`src/rtl/irq_ctrl_pkg.sv`:
```
// Shared definitions for the interrupt controller: register offsets,
// arbitration state encoding and the priority-encode helper.
package irq_pkg;

    localparam logic [1:0] IRQ_IE   = 2'd0;
    localparam logic [1:0] IRQ_PEND = 2'd1;
    localparam logic [1:0] IRQ_MODE = 2'd2;
    localparam logic [1:0] IRQ_POL  = 2'd3;

    typedef enum logic {IDLE, REQ} state_e;

    function automatic logic [2:0] lowest_idx(input logic [7:0] v);
        logic [2:0] idx;
        logic       found;
        idx   = '0;
        found = 1'b0;
        for (int unsigned i = 0; i < 8; i++) begin
            if (v[i] && !found) begin
                idx   = 3'(i);
                found = 1'b1;
            end
        end
        return idx;
    endfunction

endpackage

```
`src/rtl/irq_ctrl_if.sv`:
```
// CPU-side I/O bus of the interrupt controller: address, write data,
// strobes, and the read data / hit returned to the core's data mux.
interface irq_ctrl_if;
    logic [15:0] a;
    logic [7:0]  o;
    logic        w;
    logic        r;
    logic [7:0]  p;
    logic        hit;

    modport master (output a, o, w, r, input  p, hit);
    modport slave  (input  a, o, w, r, output p, hit);
endinterface

```
`src/rtl/irq_ctrl_chan.sv`:
```
// One request channel: 2-flop synchroniser, polarity, edge detect and the
// pending bit with set-over-clear priority.
module irq_chan (
    input  logic clock,
    input  logic reset_n,
    input  logic irq,
    input  logic mode,
    input  logic pol,
    input  logic pol_nxt,
    input  logic cfg_clr,
    input  logic clr,
    output logic pend
);
    logic sync1_q, sync1_d;
    logic sync2_q, sync2_d;
    logic act_d_q, act_d_d;
    logic pend_q,  pend_d;
    logic act, rise;

    always_comb begin
        sync1_d = irq;
        sync2_d = sync1_q;
        act     = sync2_q ^ pol;
        rise    = act & ~act_d_q;
        // On a config write, preload the delayed copy with the post-write
        // value of act so the polarity flip itself never looks like an edge.
        act_d_d = cfg_clr ? (sync1_q ^ pol_nxt) : act;
        if (cfg_clr)
            pend_d = 1'b0;
        else if (mode)
            pend_d = rise | (pend_q & ~clr);
        else
            pend_d = act;
    end

    always_ff @(posedge clock or negedge reset_n) begin
        if (!reset_n) begin
            sync1_q <= 1'b0;
            sync2_q <= 1'b0;
            act_d_q <= 1'b0;
            pend_q  <= 1'b0;
        end else begin
            sync1_q <= sync1_d;
            sync2_q <= sync2_d;
            act_d_q <= act_d_d;
            pend_q  <= pend_d;
        end
    end

    assign pend = pend_q;
endmodule

```
`src/rtl/irq_ctrl.sv`:
```
// I/O-mapped interrupt controller: register file, read mux, per-channel
// latching and lowest-index arbitration driving intr/vect to the core.
module irq_ctrl
    import irq_pkg::*;
#(
    parameter int unsigned CHANNELS = 8,
    parameter logic [15:0] BASE     = 16'h0058
) (
    input  logic                clock,
    input  logic                reset_n,
    irq_ctrl_if.slave           bus,
    input  logic [CHANNELS-1:0] irq,
    input  logic                ack,
    output logic                intr,
    output logic [2:0]          vect
);
    localparam logic [7:0] CH_MASK = 8'((16'd1 << CHANNELS) - 16'd1);

    logic [7:0] ie_q, ie_d, mode_q, mode_d, pol_q, pol_d;
    logic [7:0] pend_all, req, cfg_clr, w1c, ack_clr, clr;
    logic [1:0] sel;
    logic       wr, wr_ie, wr_pend, wr_mode, wr_pol;
    state_e     state_q, state_d;
    logic       intr_q, intr_d;
    logic [2:0] vect_q, vect_d;
    logic       unused_r;

    assign unused_r = bus.r;
    assign bus.hit  = (bus.a >= BASE) && (bus.a <= BASE + 16'd3);
    assign sel      = 2'(bus.a - BASE);

    always_comb begin
        wr      = bus.w & bus.hit;
        wr_ie   = wr && (sel == IRQ_IE);
        wr_pend = wr && (sel == IRQ_PEND);
        wr_mode = wr && (sel == IRQ_MODE);
        wr_pol  = wr && (sel == IRQ_POL);
        ie_d    = wr_ie   ? (bus.o & CH_MASK) : ie_q;
        mode_d  = wr_mode ? (bus.o & CH_MASK) : mode_q;
        pol_d   = wr_pol  ? (bus.o & CH_MASK) : pol_q;
        cfg_clr = (mode_d ^ mode_q) | (pol_d ^ pol_q);
        w1c     = wr_pend ? (bus.o & mode_q & CH_MASK) : '0;
        ack_clr = (state_q == REQ && ack) ? (8'd1 << vect_q) : '0;
        clr     = w1c | ack_clr;
        req     = pend_all & ie_q;
    end

    for (genvar i = 0; i < CHANNELS; i++) begin : g_chan
        irq_chan u_chan (
            .clock   (clock),
            .reset_n (reset_n),
            .irq     (irq[i]),
            .mode    (mode_q[i]),
            .pol     (pol_q[i]),
            .pol_nxt (pol_d[i]),
            .cfg_clr (cfg_clr[i]),
            .clr     (clr[i]),
            .pend    (pend_all[i])
        );
    end
    if (CHANNELS < 8) begin : g_pad
        assign pend_all[7:CHANNELS] = '0;
    end

    always_comb begin
        bus.p = '0;
        if (bus.hit) begin
            case (sel)
                IRQ_IE:   bus.p = ie_q;
                IRQ_PEND: bus.p = pend_all;
                IRQ_MODE: bus.p = mode_q;
                default:  bus.p = pol_q;
            endcase
        end
    end

    // Leaving REQ always passes through IDLE, giving the one idle cycle
    // between serviced requests.
    always_comb begin
        state_d = state_q;
        intr_d  = intr_q;
        vect_d  = vect_q;
        case (state_q)
            IDLE: if (|req) begin
                state_d = REQ;
                intr_d  = 1'b1;
                vect_d  = lowest_idx(req);
            end
            default: if (ack || !req[vect_q]) begin
                state_d = IDLE;
                intr_d  = 1'b0;
            end
        endcase
    end

    always_ff @(posedge clock or negedge reset_n) begin
        if (!reset_n) begin
            ie_q    <= '0;
            mode_q  <= '0;
            pol_q   <= '0;
            state_q <= IDLE;
            intr_q  <= 1'b0;
            vect_q  <= '0;
        end else begin
            ie_q    <= ie_d;
            mode_q  <= mode_d;
            pol_q   <= pol_d;
            state_q <= state_d;
            intr_q  <= intr_d;
            vect_q  <= vect_d;
        end
    end

    assign intr = intr_q;
    assign vect = vect_q;
endmodule

```
`src/flat_wrapper.sv`:
```
// flat-port wrapper written by rule: the top's interface ports become plain ports
module irq_ctrl_flat import irq_pkg::*;
#(
    parameter int unsigned CHANNELS = 8,
    parameter logic [15:0] BASE     = 16'h0058
)
  (clock, reset_n, irq, ack, intr, vect, bus_a, bus_o, bus_w, bus_r, bus_p, bus_hit);
  irq_ctrl_if bus_i ();
  input  logic clock;
  input  logic reset_n;
  input  logic [CHANNELS-1:0] irq;
  input  logic ack;
  output logic intr;
  output logic [2:0] vect;
  input wire logic [$bits(bus_i.a)-1:0] bus_a;
  input wire logic [$bits(bus_i.o)-1:0] bus_o;
  input wire logic [$bits(bus_i.w)-1:0] bus_w;
  input wire logic [$bits(bus_i.r)-1:0] bus_r;
  output wire logic [$bits(bus_i.p)-1:0] bus_p;
  output wire logic [$bits(bus_i.hit)-1:0] bus_hit;
  assign bus_i.a = bus_a;
  assign bus_i.o = bus_o;
  assign bus_i.w = bus_w;
  assign bus_i.r = bus_r;
  assign bus_p = bus_i.p;
  assign bus_hit = bus_i.hit;
  irq_ctrl #(.CHANNELS(CHANNELS), .BASE(BASE)) u_core (.clock(clock), .reset_n(reset_n), .bus(bus_i), .irq(irq), .ack(ack), .intr(intr), .vect(vect));
endmodule
```
`config.mk`:
```
export PLATFORM = sky130hd
export DESIGN_NAME = irq_ctrl_flat
export DESIGN_NICKNAME = d
export VERILOG_FILES = /design/src/rtl/irq_ctrl_pkg.sv /design/src/rtl/irq_ctrl_if.sv /design/src/rtl/irq_ctrl_chan.sv /design/src/rtl/irq_ctrl.sv /design/src/flat_wrapper.sv
export SDC_FILE = /design/constraint.sdc
export NUM_CORES = 1
export LEC_CHECK = 0
export CORE_MARGIN = 2
export CORE_UTILIZATION = 42
export DETAILED_ROUTE_END_ITERATION = 10
export PLACE_DENSITY = 0.73
export SETUP_SLACK_MARGIN = 0.05
export SYNTH_ARGS = -nofsm -noshare
export SYNTH_HDL_FRONTEND = slang
export SYNTH_SLANG_ARGS = --single-unit
```
`constraint.sdc`:
```
create_clock -name clock -period 3.7 [get_ports clock]
set_clock_uncertainty 0.1 [all_clocks]
set_input_delay 0.37 -clock clock [delete_from_list [all_inputs] [get_ports clock]]
set_output_delay 0.37 -clock clock [all_outputs]
set_load 0.005 [all_outputs]
```
==> impl_metrics.toml <==
[setup_path]
worstSetupPathType = "in2out"
max_stage_delay_ps = 740
startpoint_type = "primary input"
worstSetupEndpointType = "output pin"
crit_arrival_ps = 2370
path_buf_inv = 2
path_cells = "buf_2, mux2i_1, a211oi_1, clkdlybuf4s50_1"
cp.required_ps = 3230
crit_family = "buffers and inverters"
worst_path_max_delay_cell = "buf_2"
path_max_fanout = 56

[yosys]
synth-async-reset-ratio_pct = 100
yosys_warnings = 0
synth_fp_nets = 414
synth_largest_area_cell = "dfrtp_1"
yosysTopAreaCellShare_pct = 41.6
synth_edf_count = 0
synthDistinctLibCells = 55
yosys.cell_count.top_type = "dfrtp_1"
yosys-top-cells-count = "61 x dfrtp_1, 42 x nand2_1, 36 x o21ai_0"
ys_seq_area_share_pct = 41.6
postSynthCellCount = 377
netlist_area_mm2 = 0.00367
ys_seq_elements = 61
syn_avg_cell_area_um2 = 9.73
yosys_most_used_dff = "dfrtp_1"
synth_area_leaders = "dfrtp_1 42%, mux2_2 6.1%, o21ai_0 4.9%, a211oi_1 4.3%, nand2_1 4.3%"

[detailed_routing]
finalWirelength_um = 8740
drt.antenna.violating_nets = 0
dr.pass1.iters = 4
num_vias = 3114
routed_via_density = 5.89
initialDrtViolationCount = 177
drc = 0
wl_per_cell_um = 16.5

[global_routing]
grt_start_max_net_pins = 57
first_global_vias = 2954
grt_antenna_before_repair = 0
overflow = 0
grt_pass1_wl_um = 14400
track_usage_pct = 18.8

[floorplan]
start_util_pct = 42.7
num_io_pins = 50
die_h_um = 97.5
die_area_mm2 = 0.00950
rows = 34
core_region_area_mm2 = 0.00859
die_x_um = 97.5

[sta]
layout_setup_ws_ps = 864
maxSlewViolCount = 0
worst_slew_pin_slew_ps = 991
relSlewSlack_pct = 34.0
rsz0062_at_grt = "no"
finalSetupTns_ps = 0
max_freq_mhz = 353
hold_violations = 0
finalCritPeriodShare_pct = 76.7
post-route-min-period_ps = 2840
final-setup-viol-count = 0

[clocking]
clock_latency_ps = 340
cts-resized-gates = 0
root_buffer = "clkbuf_8"
clock_sinks = 61
clkTransAtPathRegs_ps = 70
cts_tree = "done"
post_cts.repair.setup_buffers = 0
h-tree-depth = 3
clk_path_buf_depth = 2
numCtsBuffers = 9

[status]
status = "complete, no violations"

[placed_design]
gp_congestion = 0.818
hpwl_um = 5890
placed_cell_area_mm2 = 0.00417
numPortBuffers = 48
pre_cts_slack_ps = 733

[flow_run]
cap_violations = 0

[worst_hold_path]
hold_path.class = "reg2reg"

[final_layout]
drive_above_1_share_pct = 15.4
area_growth_pct = 20.7
final_nets = 453
fin_area_mm2 = 0.00443
antenna_cells = 0
final_core_util_pct = 51.5

[power_and_ir_drop]
power_density_mw_per_mm2 = 358
power_mw = 1.58
leakage_nw = 1.77
peakVddDrop_uv = 164
==> layout make-up <==
type | instances | area [µm²]
multi-input combinational | 287 | 1990
timing repair buffer | 53 | 510
clock buffer | 10 | 138
sequential | 61 | 1530
inverter | 4 | 15.0
clock inverter | 6 | 110
tap | 108 | 135
fill | 788 | 4170
==> through the flow <==
step	hold WS, ps	cells
global placement	273	512
floorplan	-25.6	377
detailed placement	275	512
CTS	350	529
global route	358	529
finish	350	529
==> report_power, final <==
part | total [mW] | switching, mW | internal, mW
Clock | 0.733 | 0.269 | 0.464
Combinational | 0.141 | 0.0708 | 0.0697
Sequential | 0.711 | 0.0225 | 0.688
Total | 1.58 | 0.362 | 1.22
==> what timing repair did <==
action	in CTS	in global routing
hold endpoints to repair	23	0
hold buffers	1	0
endpoints found under the setup margin	0	0
==> state kept, by name (all words and copies together), names as in the netlist <==
signal	count
u_core.state_q	1
u_core.g_chan.u_chan.pend	8
u_core.mode_q	8
u_core.g_chan.u_chan.act_d_q	8
u_core.vect	3
u_core.g_chan.u_chan.sync1_q	8
u_core.g_chan.u_chan.sync2_q	8
u_core.pol_q	8
u_core.intr	1
u_core.ie_q	8
==> metal layers <==
layer,GRT usage [%],share of wire [%],vias up
met1,26.3,45,1522
met5,0,0,-
met4,7.69,2.1,0
met3,3.45,6.2,15
li1,-,-,1481
met2,29.0,47,96
==> cells in the final DEF, fill, tap and decap left out, types with 4 or more instances in the layout <==
| cell | instances |
|---|---|
| a211oi_1 | 21 |
| a21oi_1 | 25 |
| a31oi_1 | 4 |
| and3_1 | 7 |
| buf_4 | 4 |
| clkbuf_8 | 10 |
| clkdlybuf4s50_1 | 46 |
| dfrtp_1 | 61 |
| inv_1 | 4 |
| mux2_2 | 20 |
| mux2_4 | 8 |
| mux2i_1 | 8 |
| nand2_1 | 42 |
| nand3_1 | 9 |
| nor2_1 | 14 |
| nor2b_1 | 18 |
| nor3_1 | 5 |
| o211ai_1 | 4 |
| o21ai_0 | 36 |
| o31ai_1 | 5 |
| o32ai_1 | 4 |
| or4_1 | 6 |
| xnor2_1 | 7 |
==> logic make-up after synthesis <==
logic type | share of synthesized area [%]
simple gates | 20.0
flops | 41.6
compound gates | 19.1
buf+inv | 4.09
mux | 12.8
xor+xnor | 2.39
==> path summary, 6_finish.rpt <==
kind | to | slack (ps) | from | cells past startpoint
setup / recovery | bus_p[2] | 860 | bus_a[0] | 4
hold / removal | u_core.g_chan[0].u_chan.sync2_q | 350 | u_core.g_chan[0].u_chan.sync1_q | 0
setup reg to reg | u_core.intr | 1770 | u_core.vect[0] | 4
hold reg to reg | u_core.g_chan[0].u_chan.sync2_q | 350 | u_core.g_chan[0].u_chan.sync1_q | 0
max in group asynchronous | u_core.ie_q[6] | 2170 | reset_n | 3
min in group asynchronous | u_core.mode_q[3] | 430 | reset_n | 2
Power figures use the tool's default switching activity.
